`src/rtl/reset_sequencer.sv`:
```
// Central reset controller: synchronizes the board reset, then releases NUM_STAGES
// downstream resets in order, waiting for each stage's ack, with timeout and re-reset.
module reset_sequencer #(
    parameter int NUM_STAGES  = 4,
    parameter int SYNC_STAGES = 2,
    parameter int MIN_HOLD    = 8,
    parameter int STAGE_DELAY = 16,
    parameter int ACK_TIMEOUT = 255
) (
    input  logic                  clk,
    input  logic                  reset_n,
    input  logic                  sw_rst_req,
    input  logic [NUM_STAGES-1:0] stage_ack,
    output logic [NUM_STAGES-1:0] rst_n_out,
    output logic                  seq_done,
    output logic                  busy,
    output logic                  timeout_err,
    output logic [2:0]            err_stage
);

    localparam int IDX_W  = $clog2(NUM_STAGES);
    localparam int HOLD_W = (MIN_HOLD > 1) ? $clog2(MIN_HOLD) : 1;
    localparam int DLY_W  = (STAGE_DELAY > 1) ? $clog2(STAGE_DELAY) : 1;
    localparam int WAIT_W = (ACK_TIMEOUT > 1) ? $clog2(ACK_TIMEOUT) : 1;

    localparam logic [IDX_W-1:0]  IDX_LAST  = IDX_W'(NUM_STAGES - 1);
    localparam logic [HOLD_W-1:0] HOLD_LAST = HOLD_W'(MIN_HOLD - 1);
    localparam logic [DLY_W-1:0]  DLY_LAST  = DLY_W'(STAGE_DELAY - 1);
    localparam logic [WAIT_W-1:0] WAIT_LAST = WAIT_W'(ACK_TIMEOUT - 1);

    typedef enum logic [2:0] {
        S_HOLD,
        S_DELAY,
        S_WAIT_ACK,
        S_DONE,
        S_FAULT,
        S_SHUTDOWN
    } state_t;

    logic [SYNC_STAGES-1:0] sync_q;
    logic                   rst_sync;

    state_t                 state_q, state_d;
    logic [IDX_W-1:0]       idx_q, idx_d;
    logic [HOLD_W-1:0]      hold_cnt_q, hold_cnt_d;
    logic [DLY_W-1:0]       dly_cnt_q, dly_cnt_d;
    logic [WAIT_W-1:0]      wait_cnt_q, wait_cnt_d;
    logic [NUM_STAGES-1:0]  rst_n_out_q, rst_n_out_d;
    logic                   timeout_err_q, timeout_err_d;
    logic [2:0]             err_stage_q, err_stage_d;

    logic [NUM_STAGES-1:0]  shut_mask;
    logic                   higher_seen;

    // Assert asynchronously, release only after SYNC_STAGES clean edges.
    always_ff @(posedge clk or negedge reset_n) begin
        if (!reset_n) begin
            sync_q <= '0;
        end else begin
            sync_q <= {sync_q[SYNC_STAGES-2:0], 1'b1};
        end
    end

    assign rst_sync = sync_q[SYNC_STAGES-1];

    // Shutdown drops the highest released stage: keep only bits with a set bit above them.
    always_comb begin
        shut_mask   = '0;
        higher_seen = 1'b0;
        for (int i = NUM_STAGES - 1; i >= 0; i--) begin
            shut_mask[i] = rst_n_out_q[i] & higher_seen;
            higher_seen  = higher_seen | rst_n_out_q[i];
        end
    end

    always_comb begin
        state_d       = state_q;
        idx_d         = idx_q;
        hold_cnt_d    = hold_cnt_q;
        dly_cnt_d     = dly_cnt_q;
        wait_cnt_d    = wait_cnt_q;
        rst_n_out_d   = rst_n_out_q;
        timeout_err_d = timeout_err_q;
        err_stage_d   = err_stage_q;

        case (state_q)
            S_HOLD: begin
                if (!rst_sync) begin
                    hold_cnt_d = '0;
                end else if (hold_cnt_q == HOLD_LAST) begin
                    state_d   = S_DELAY;
                    idx_d     = '0;
                    dly_cnt_d = '0;
                end else begin
                    hold_cnt_d = hold_cnt_q + HOLD_W'(1);
                end
            end
            S_DELAY: begin
                if (dly_cnt_q == DLY_LAST) begin
                    rst_n_out_d[idx_q] = 1'b1;
                    wait_cnt_d         = '0;
                    state_d            = S_WAIT_ACK;
                end else begin
                    dly_cnt_d = dly_cnt_q + DLY_W'(1);
                end
            end
            S_WAIT_ACK: begin
                // An ack seen on the timeout edge still counts as success.
                if (stage_ack[idx_q]) begin
                    if (idx_q == IDX_LAST) begin
                        state_d = S_DONE;
                    end else begin
                        idx_d     = idx_q + IDX_W'(1);
                        dly_cnt_d = '0;
                        state_d   = S_DELAY;
                    end
                end else if (wait_cnt_q == WAIT_LAST) begin
                    timeout_err_d = 1'b1;
                    err_stage_d   = 3'(idx_q);
                    state_d       = S_FAULT;
                end else begin
                    wait_cnt_d = wait_cnt_q + WAIT_W'(1);
                end
            end
            S_DONE: begin
                if (sw_rst_req) begin
                    state_d = S_SHUTDOWN;
                end
            end
            S_FAULT: begin
                if (sw_rst_req) begin
                    timeout_err_d = 1'b0;
                    err_stage_d   = '0;
                    state_d       = S_SHUTDOWN;
                end
            end
            S_SHUTDOWN: begin
                rst_n_out_d = shut_mask;
                if (shut_mask == '0) begin
                    hold_cnt_d = '0;
                    state_d    = S_HOLD;
                end
            end
            default: begin
                state_d = S_HOLD;
            end
        endcase
    end

    always_ff @(posedge clk or negedge reset_n) begin
        if (!reset_n) begin
            state_q       <= S_HOLD;
            idx_q         <= '0;
            hold_cnt_q    <= '0;
            dly_cnt_q     <= '0;
            wait_cnt_q    <= '0;
            rst_n_out_q   <= '0;
            timeout_err_q <= 1'b0;
            err_stage_q   <= '0;
        end else begin
            state_q       <= state_d;
            idx_q         <= idx_d;
            hold_cnt_q    <= hold_cnt_d;
            dly_cnt_q     <= dly_cnt_d;
            wait_cnt_q    <= wait_cnt_d;
            rst_n_out_q   <= rst_n_out_d;
            timeout_err_q <= timeout_err_d;
            err_stage_q   <= err_stage_d;
        end
    end

    assign rst_n_out   = rst_n_out_q;
    assign seq_done    = (state_q == S_DONE);
    assign busy        = (state_q == S_HOLD) || (state_q == S_DELAY) ||
                         (state_q == S_WAIT_ACK) || (state_q == S_SHUTDOWN);
    assign timeout_err = timeout_err_q;
    assign err_stage   = err_stage_q;

endmodule

```
`config.mk`:
```
export PLATFORM = sky130hd
export DESIGN_NAME = reset_sequencer
export DESIGN_NICKNAME = d
export VERILOG_FILES = /design/src/rtl/reset_sequencer.sv
export SDC_FILE = /design/constraint.sdc
export NUM_CORES = 1
export LEC_CHECK = 0
export ABC_AREA = 1
export BUFFER_PORTS_ARGS = -buffer_cell sky130_fd_sc_hd__buf_4
export CORE_MARGIN = 1.5
export CORE_UTILIZATION = 55
export DETAILED_ROUTE_END_ITERATION = 8
export PLACE_DENSITY = 0.8
export RECOVER_POWER = 25
export SYNTH_ARGS = -nofsm -noshare
export SYNTH_HDL_FRONTEND = slang
export SYNTH_SLANG_ARGS = --single-unit
```
`constraint.sdc`:
```
create_clock -name clk -period 2.5 [get_ports clk]
set_input_delay 0.125 -clock clk [delete_from_list [all_inputs] [get_ports clk]]
set_output_delay 0.125 -clock clk [all_outputs]
set_load 0.01 [all_outputs]
```
# After elaboration in Yosys (flattened, before gate mapping)
# Cells that the tools add are included.
# op_classes
n_lt_le_gt_ge	2
add_sub_neg	4
n_eq_ne	23
n_reduce_logical	20
muxes	41
n_bitwise	6
# ops
cell	n
$mux W3	12
$mux W4	6
$mux W8	3
$ne A2 B2 Y1 const B	11
$pmux W8 S2	1
$pmux W3 S5	1
$pmux W3 S2	2
$pmux W4 S3	1
$reduce_and A6 Y1	2
$mux W2	5
$reduce_bool A2 Y1	5
$eq A3 B3 Y1 const B	3
$add A8 B1 Y8 const B	1
$eq A8 B8 Y1 const B	1
$pmux W4 S2	1
$reduce_and A4 Y1	2
$eq A3 B2 Y1 const B	2
$ne A3 B3 Y1 const B	2
$mux W1	5
$reduce_and A5 Y1	1
$add A4 B1 Y4 const B	1
$eq A4 B4 Y1 const B	1
$logic_not A4 Y1	1
$or A4 B4 Y4	1
20 further kinds	25
# totals
wordCells	105
reg_bits	30
out_inout_bits	10

# Longest topological paths before layout
# Gate-level depths: netlist of the first run.
# depth
word_depth	7
depth_mapped	9
depth_no_buf	9

# Worst setup path before layout of the first run
# No wires, ideal clock.
# synth_timing
path_type	flip-flop to flip-flop
startpoint	register dly_cnt_q[0]
endpoint	register dly_cnt_q[0]
path_stages_with_launch	10
t_required_ps	2373
arrival_ps	1251
period_less_slack_ps	1378
path_slack_ps	1122
cell_sequence	dfrtp_1 -> ha_1 -> nand3_1 -> inv_1 -> nand2_2 -> inv_1 -> nor2_1 -> nand3_2 -> nand2_1 -> o21ai_0
# synth_via
elab_chain_cells	3
word_cells_on_any_way	6
cone_classes	add/sub: 1; eq/ne: 2; mux: 2; reduce/logical: 1
# synth_lines
element	line	source
start: declaration	46	logic [DLY_W-1:0] dly_cnt_q, dly_cnt_d;
start signal: assignment	164	dly_cnt_q <= dly_cnt_d;
$add A4 B1 Y4 / $eq A4 B4 Y1 (equally long branches)	104, 99	
$mux W4 / $ne A2 B2 Y1 (equally long branches)	n/a	
$pmux W4 S3 / $reduce_and A6 Y1 (equally long branches)	n/a	
# Several ways; a longest one is shown, not always the timed one. The select of a mux whose other input is x is not followed.
# A chain may end at the register's enable or synchronous reset.

==> metrics.log, run 1 <==
[metrics] number of setup violations in the final report: 0
[metrics] post-synthesis register bit count: 29
[metrics] average cell area after synthesis: 7.688 sq um
[metrics] proportion of netlist area held by the largest area contributor: 40.17%
[metrics] worst min-delay path category: input pin to register
[metrics] residual antenna-violating net count after detailed routing: 0
[metrics] final clock skew: 0.01812 ns
[metrics] post-route DRC violation count: 0
[metrics] IO Port Bufs: 15
[metrics] Fmax achieved: 612.8 MHz
[metrics] Hold Violations, Final: 0
[metrics] final critical-path required period: 1.632 ns
[metrics] vias per cell: 4.921
[metrics] die width: 60.32 microns
[metrics] area growth from synthesis to layout: 13.09%
[metrics] global-route wire length before repair: 5713 microns
[metrics] Power Density: 968.6 nW/um^2
[metrics] number of H-tree levels: 2
[metrics] RSZ-0062 raised after global routing: false
[metrics] required time at the endpoint of the critical path: 2.65 ns
[metrics] GR Overflow Total: 0
[metrics] Top-Level Pins: 17
[metrics] Unique masters post-synth: 29
[metrics] Worst-Margin Slew: 1.568 ns
[metrics] Total Wirelength: 3390 microns
[metrics] Hold Worst Slack: 0.2119 ns
[metrics] most instantiated cells after synthesis: 84 x sky130_fd_sc_hd__nand2_1, 29 x sky130_fd_sc_hd__dfrtp_1, 25 x sky130_fd_sc_hd__nor2_1, 21 x sky130_fd_sc_hd__inv_1, 11 x sky130_fd_sc_hd__nand3_1
[metrics] top area cells in the synthesized netlist: sky130_fd_sc_hd__dfrtp_1 40%, sky130_fd_sc_hd__nand2_1 17%, sky130_fd_sc_hd__ha_1 6.2%
[metrics] net count of the finished layout: 273
[metrics] clock slew at reported path FFs: 0.09 ns
[metrics] vias: 1,486
[metrics] number of flops mapped to enable cells by yosys: 0
[metrics] fin. max-slew vios: 30
[metrics] detailed-route wire length per cell: 11.23 microns
[metrics] Arr. time, crit path: 1.79 ns
[metrics] share of the clock period used by the worst path: 65.28%
[metrics] status: complete, but fails checks
[metrics] Die Span Y: 60.32 microns
[metrics] total standard cell area after synthesis: 1807 sq um
[metrics] max-cap check violation count: 1
[metrics] critical path capture point type: asynchronous set/reset pin
[metrics] Warnings, synthesis: 0
[metrics] highest ir drop seen on vdd: 0.4092 mV
[metrics] quantity of gates resized following cts: 0
[metrics] Static Leak: 1.076 nW
[metrics] antenna violations before repair: 0
[metrics] Synth Flop Type: sky130_fd_sc_hd__dfrtp_1
[metrics] worst rel slew slack: -4.505%
[metrics] Async S/R FF share, synth: 100.0%
[metrics] instance count of the mapped netlist: 235
[metrics] clock buffer count from CTS: 5
[metrics] Largest delay share family, worst path: buffers and inverters
[metrics] fin worst setup slack: 0.8680 ns
[metrics] pin count of the biggest net entering global routing: 30
[metrics] number of iterations in the first detailed-routing pass: 4
[metrics] DPL Wire Length: 2454 microns
[metrics] Die Outline Area: 3638 sq um
[metrics] biggest cell delay along the critical path: 1.14 ns
[metrics] fill cell instance count of the final layout: 260
[metrics] failing checks: capacitance limit, slew limit
[metrics] pre-CTS WS: 0.9809 ns
[metrics] clk sinks: 29
[metrics] buffers plus inverters on the worst setup path: 2
[metrics] start-to-end type of the worst setup path: input pin to asynchronous set/reset pin
[metrics] number of placement rows: 20
[metrics] dominant cell by count in the synthesized netlist: sky130_fd_sc_hd__nand2_1
[metrics] RD Place Congestion: 0.8800
[metrics] net count after synthesis: 251
[metrics] post-synthesis sequential area ratio: 40.17%
[metrics] startpoint class of the critical path: input pin
[metrics] vias in the first global route: 1,328
[metrics] cell breakdown of the critical path: dlygate4sd3_1 > clkbuf_1
[metrics] Initial Utilization: 58.70%
[metrics] clock tree from TritonCTS: yes
[metrics] fraction of final layout cells sized beyond drive strength 1: 18.99%
[metrics] CTS Buffer Depth: 2
[metrics] cell type with the highest aggregate area in the netlist: sky130_fd_sc_hd__dfrtp_1
[metrics] total inserted antenna cells: 0
[metrics] total routing resource utilization after global routing: 21.20%
[metrics] Clock Latency Late Sink: 0.33 ns
[metrics] largest fanout on the critical path: 29
[metrics] Setup Total Neg Slack: 0 ns
[metrics] First DRT Iteration DRCs: 83
[metrics] Core Footprint: 3078 sq um
[metrics] cell at the root of the clock tree: sky130_fd_sc_hd__clkbuf_4
[metrics] worst-path cell with the longest stage delay: sky130_fd_sc_hd__clkbuf_1
[kinds of logic (layout without fill, tap and decap cells)]
group           count (synthesis)  count (layout)  synth area share, %
simple gates                  148             148                39.89
flops                          29              29                40.17
buf+inv                        25              48                5.541
compound gates                 17              17                5.333
fa+ha+maj                       9               9                6.233
xor+xnor                        5               5                2.424
other cells                     2               2               0.4157
[registers in the layout (all words and copies together), names as in the netlist, 2 cells and up]
name,cells
dly_cnt_q,4
err_stage,2
hold_cnt_q,3
idx_q,2
rst_n_out,4
state_q,3
sync_q,2
wait_cnt_q,8
[power breakdown]
part | internal, mW | switching [mW]
Combinational | 0.338 | 0.603
Clock | 0.163 | 0.164
Sequential | 0.585 | 0.126
Total | 1.09 | 0.893
[placed cells by master (no fill, tap or decap), drive strengths merged, types with 2 or more instances in the layout]
cell type	Yosys	layout
inv	24	24
buf	1	14
o21ai	12	12
a21oi	2	2
xor2	5	5
ha	9	9
nand4	4	4
conb	2	2
dfrtp	29	29
nor2	29	29
or2	2	2
clkbuf	0	8
nand2	91	91
nand3	21	21
[through the flow]
step                      cell area (sq um)  power, mW  utilization, %  cells
after CTS                              2047      1.998           66.50    302
after floorplan                        1807      1.409               -    235
final                                  2043      1.979           66.38    302
after global routing                   2043      2.165           66.38    302
after detailed placement               1967      1.657           63.90    293
after global placement                 1967      1.642           63.90    293
[worst paths after layout]
check                                            endpoint  cells past startpoint  slack [ns]                     start
worst max-delay path               state_q[0]$_DFFE_PN0P_                      2        0.87                   reset_n
worst min-delay path              timeout_err$_DFFE_PN0P_                      5        0.21                sw_rst_req
worst max register to register   dly_cnt_q[3]$_DFFE_PN0P_                      9        0.89  dly_cnt_q[0]$_DFFE_PN0P_
worst min register to register        sync_q[1]$_DFF_PN0_                      0        0.35       sync_q[0]$_DFF_PN0_
max in group clk                 dly_cnt_q[3]$_DFFE_PN0P_                      9        0.89  dly_cnt_q[0]$_DFFE_PN0P_
min in group asynchronous       hold_cnt_q[1]$_DFFE_PN0P_                      2        0.71                   reset_n
[metal layers]
| metal | routed length [microns] | track usage (%) |
|---|---|---|
| met1 | 1640 | 27.03 |
| met4 | 22 | 7.937 |
| met3 | 90 | 4.762 |
| met2 | 1637 | 35.09 |
| met5 | 0 | 0 |
[layout make-up]
type                       count  area [sq um]  share of cell area, %
inverter                      24         92.59                  4.532
sequential                    29         725.7                  35.52
multi-input combinational    181         980.9                  48.01
clock inverter                 1         5.005                 0.2449
clock buffer                   7         65.06                  3.184
tap                           44         55.05                  2.694
timing repair buffer          16         118.9                  5.818
[worst register-to-register path: cells and delay by family (launching register included)]
| kind | cells | cell delay [ns] |
|---|---|---|
| and+or+nand+nor | 5 | 0.57 |
| DFF | 1 | 0.43 |
| adders and majority gates | 1 | 0.23 |
| buffers and inverters | 2 | 0.14 |
| AOI/OAI and AO/OA | 1 | 0.11 |
[what timing repair did]
item / in CTS / in global routing
endpoints found under the setup margin: 0 / 0
hold buffers: 1 / 0
buffers inserted: 0 / 0
endpoints found under the hold margin: 29 / 0
Note: power is estimated with default switching activity, not from simulation.
==> run 2, diff against run 1 <==
Settings changed: CORE_UTILIZATION 55 to 53.
Clock period 2.5 ns to 1.35 ns, I/O delays scaled along.
==> run 2 against run 1 <==
Effect of this change:
- the flow finishes with violations (setup timing)
- worst setup slack got worse by 1.0 ns
- sequential cell count did not move
- clock power rose by 67%
- clock skew fell by 0.011 ns
- first-iteration DRC count rose by 140%
- final cell count rose by 14%
- sequential share of layout area fell by 7.8 points
- power rose to 2.6 times the previous value
- largest cell class unchanged
==> metrics.log, run 2 (same netlist as run 1, synthesis figures left out) <==
[metrics] number of iterations in the first detailed-routing pass: 5 (was 4)
[metrics] start-to-end type of the worst setup path: register to register (was input pin to asynchronous set/reset pin)
[metrics] fill cell instance count of the final layout: 178 (was 260)
[metrics] net switching share of the total power: 47.61% (was 45.13%)
[metrics] failing checks: setup timing (was capacitance limit, slew limit)
[metrics] launch point of the worst reg-to-reg path: hold_cnt_q[0]$_DFFE_PN0P_ (was dly_cnt_q[0]$_DFFE_PN0P_)
[metrics] total routing resource utilization after global routing: 24.08% (was 21.20%)
[metrics] worst rel slew slack: 49.83% (was -4.505%)
[metrics] fin worst setup slack: -0.1591 ns (was 0.8680 ns)
[metrics] DPL Wire Length: 2937 microns (was 2454 microns)
[metrics] Reg with most FFs: wait_cnt_q (unchanged)
[metrics] critical path capture point type: register (was asynchronous set/reset pin)
[metrics] Sequential Power Share: 27.2% (was 35.9%)
[metrics] Hold Violations, Final: 0 (unchanged)
[metrics] net count of the finished layout: 313 (was 273)
[metrics] Fmax achieved: 662.6 MHz
[metrics] Power Total: 5.088 mW (was 1.979 mW)
[metrics] FF-to-FF End: dly_cnt_q[3]$_DFFE_PN0P_ (unchanged)
[metrics] most frequent cells in the layout: 66 x sky130_fd_sc_hd__nand2_1, 52 x sky130_fd_sc_hd__buf_4, 24 x sky130_fd_sc_hd__dfrtp_1 (was 84 x sky130_fd_sc_hd__nand2_1, 29 x sky130_fd_sc_hd__dfrtp_1, 25 x sky130_fd_sc_hd__nor2_1)
[metrics] antenna violations before repair: 0 (unchanged)
[metrics] detailed-route wire length per cell: 17.87 microns (was 11.23 microns)
[metrics] most frequent standard cell in the layout excluding fill and tap cells: sky130_fd_sc_hd__nand2_1 (unchanged)
[metrics] GR Overflow Total: 0 (unchanged)
[metrics] die width: 61.39 microns (was 60.32 microns)
[metrics] Power Density: 1925 nW/um^2 (was 968.6 nW/um^2)
[metrics] clock tree from TritonCTS: yes (unchanged)
[metrics] post-route DRC violation count: 0 (unchanged)
[metrics] part of the total power dissipated in the clock network: 10.7% (was 16.5%)
[metrics] Clock Latency Late Sink: 0.33 ns (about the same)
[metrics] Final Cell Area: 2644 sq um (was 2043 sq um)
[metrics] number of placement rows: 21 (was 20)
[metrics] clk sinks: 29 (unchanged)
[metrics] IO Port Bufs: 15 (unchanged)
[metrics] Worst-Margin Slew: 0.7526 ns (was 1.568 ns)
[metrics] startpoint class of the critical path: register (was input pin)
[metrics] clock buffer count from CTS: 5 (unchanged)
[metrics] largest fanout on the critical path: 4 (was 29)
[metrics] cell breakdown of the critical path: ha_2 > ha_4 > nand2_4 > nand3_4 > nand2_2 > nor2_2 > nand3_2 > nand2_1 > o21ai_2 (was dlygate4sd3_1 > clkbuf_1)
[metrics] Total Wirelength: 6128 microns (was 3390 microns)
[metrics] worst-path cell with the longest stage delay: sky130_fd_sc_hd__dfrtp_1 (was sky130_fd_sc_hd__clkbuf_1)
[metrics] number of H-tree levels: 2 (unchanged)
[metrics] fraction of final layout cells sized beyond drive strength 1: 48.82% (was 18.99%)
[metrics] vias: 1,951 (was 1,486)
[metrics] residual antenna-violating net count after detailed routing: 0 (unchanged)
[metrics] cell at the root of the clock tree: sky130_fd_sc_hd__clkbuf_4 (unchanged)
[metrics] register-to-register setup slack: -0.16 ns (was 0.89 ns)
[metrics] number of setup violations in the final report: 22 (was 0)
[metrics] pin count of the biggest net entering global routing: 30 (unchanged)
[metrics] Core Footprint: 3311 sq um (was 3078 sq um)
[metrics] total inserted antenna cells: 0 (unchanged)
[metrics] final critical-path required period: 1.509 ns
[metrics] power dissipated by switching net loads: 2.423 mW (was 893.2 uW)
[metrics] Initial Utilization: 54.57% (was 58.70%)
[metrics] Arr. time, crit path: 1.73 ns (was 1.79 ns)
[metrics] max-cap check violation count: 0 (was 1)
[metrics] path depth of the worst reg2reg path: 9 (unchanged)
[metrics] Static Leak: 1.305 nW (was 1.076 nW)
[metrics] RSZ-0062 raised after global routing: true (was false)
[metrics] fin. max-slew vios: 0 (was 30)
[metrics] vias per cell: 5.688 (was 4.921)
[metrics] First DRT Iteration DRCs: 200 (was 83)
[metrics] CTS Buffer Depth: 2 (unchanged)
[metrics] area growth from synthesis to layout: 46.33% (was 13.09%)
[metrics] status: complete, but fails checks (unchanged)
[metrics] Pint: 2.666 mW (was 1.086 mW)
[metrics] worst setup path start: hold_cnt_q[0]$_DFFE_PN0P_ (was reset_n)
[metrics] global-route wire length before repair: 6520 microns (was 5713 microns)
[metrics] final clock skew: 0.007030 ns (was 0.01812 ns)
[metrics] flip-flop count of the largest register after layout: 8 (unchanged)
[metrics] required time at the endpoint of the critical path: 1.57 ns (was 2.65 ns)
[metrics] Top-Level Pins: 17 (unchanged)
[metrics] end point of the critical path: dly_cnt_q[3]$_DFFE_PN0P_ (was state_q[0]$_DFFE_PN0P_)
[metrics] Die Span Y: 61.39 microns (was 60.32 microns)
[metrics] share of the clock period used by the worst path: 111.8%
[metrics] non-filler instance count after layout: 343 (was 302)
[metrics] area after detailed placement: 2187 sq um (was 1967 sq um)
[metrics] worst min-delay path category: input pin to register (unchanged)
[metrics] vias in the first global route: 1,552 (was 1,328)
[metrics] RD Place Congestion: 0.8746 (was 0.8800)
[metrics] Post-Place Cells: 323 (was 293)
[metrics] Hold Path Origin: sw_rst_req (unchanged)
[metrics] combinational share of power: 62.1% (was 47.6%)
[metrics] Die Outline Area: 3768 sq um (was 3638 sq um)
[metrics] biggest cell delay along the critical path: 0.38 ns (was 1.14 ns)
[metrics] clock slew at reported path FFs: 0.09 ns (about the same)
[metrics] highest ir drop seen on vdd: 1.014 mV (was 0.4092 mV)
-- run 2: changes by cell type in the layout (fill, tap and decap cells not counted), moves of 6 or more --
cell and change:
sky130_fd_sc_hd__nor2_1 -13, sky130_fd_sc_hd__nand2_2 +11, sky130_fd_sc_hd__buf_4 +38, sky130_fd_sc_hd__inv_2 +6
sky130_fd_sc_hd__nand2_4 +7, sky130_fd_sc_hd__nor2_4 +9, sky130_fd_sc_hd__nand2_1 -18, sky130_fd_sc_hd__inv_1 -8
sky130_fd_sc_hd__o21ai_0 -6
-- run 2: how the worst min path moves through the flow --
stage / end / cells after the start / slack (ns)
floorplan: dly_cnt_q[0]$_DFFE_PN0P_ / 0 / -0.23
finish: timeout_err$_DFFE_PN0P_ / 5 / 0.20
detailed placement: rst_n_out[2]$_DFFE_PN0P_ / 1 / 0.01
CTS: timeout_err$_DFFE_PN0P_ / 5 / 0.17
global route: timeout_err$_DFFE_PN0P_ / 5 / 0.22
global placement: rst_n_out[2]$_DFFE_PN0P_ / 1 / 0.009
-- run 2: worst max-delay path: cells and delay by family, from the launching register on --
family | cells | cell delay (ns)
compound gates | 1 | 0.06
fa+ha+maj | 2 | 0.38
flops | 1 | 0.38
simple gates | 6 | 0.57
-- run 2: area by class of cell --
cell class / instances / area, sq um / area share [%]
clock buffer: 7 / 55.05 / 2.082
inverter: 24 / 102.6 / 3.881
multi-input combinational: 181 / 1269 / 47.99
sequential: 29 / 732.0 / 27.69
tap: 46 / 57.56 / 2.177
timing repair buffer: 56 / 427.9 / 16.19
-- run 2: power groups by stage --
stage	Combinational [mW]	Sequential (mW)	Clock, mW
global route	3.38	1.41	0.606
CTS	2.40	1.28	0.549
detailed placement	2.20	1.29	0
floorplan	1.31	1.31	0
global placement	2.15	1.28	0
finish	3.16	1.38	0.547
-- run 2: timing repair --
item,4_1_cts,5_1_grt
cloned,0,0
setup endpoints to repair,26,28
hold buffers,1,0
pin swaps,11,24
buffers inserted,5,7
gates resized for setup,22,73
hold endpoints to repair,29,0
-- run 2: metal layers --
metal  up-vias  track usage, %  wire length (microns)
met4         0           8.815                    248
li1        867               -                      -
met5         -               0                      0
met1       931           28.72                   2422
met2       120           41.34                   3026
met3        33           6.933                    429
-- run 2: through the flow --
| stage | hold WS (ns) | util, % | setup TNS, ns | worst slack (ns) |
|---|---|---|---|---|
| after floorplan | -0.2281 | - | 0 | 0.02303 |
| after global placement | 0.009204 | 66.06 | -0.1425 | -0.03873 |
| after detailed placement | 0.01215 | 66.06 | -0.6450 | -0.06612 |
| after CTS | 0.1662 | 71.24 | -0.1392 | -0.03064 |
| after global routing | 0.2241 | 79.86 | -3.450 | -0.3215 |
| final | 0.2029 | 79.86 | -1.496 | -0.1591 |
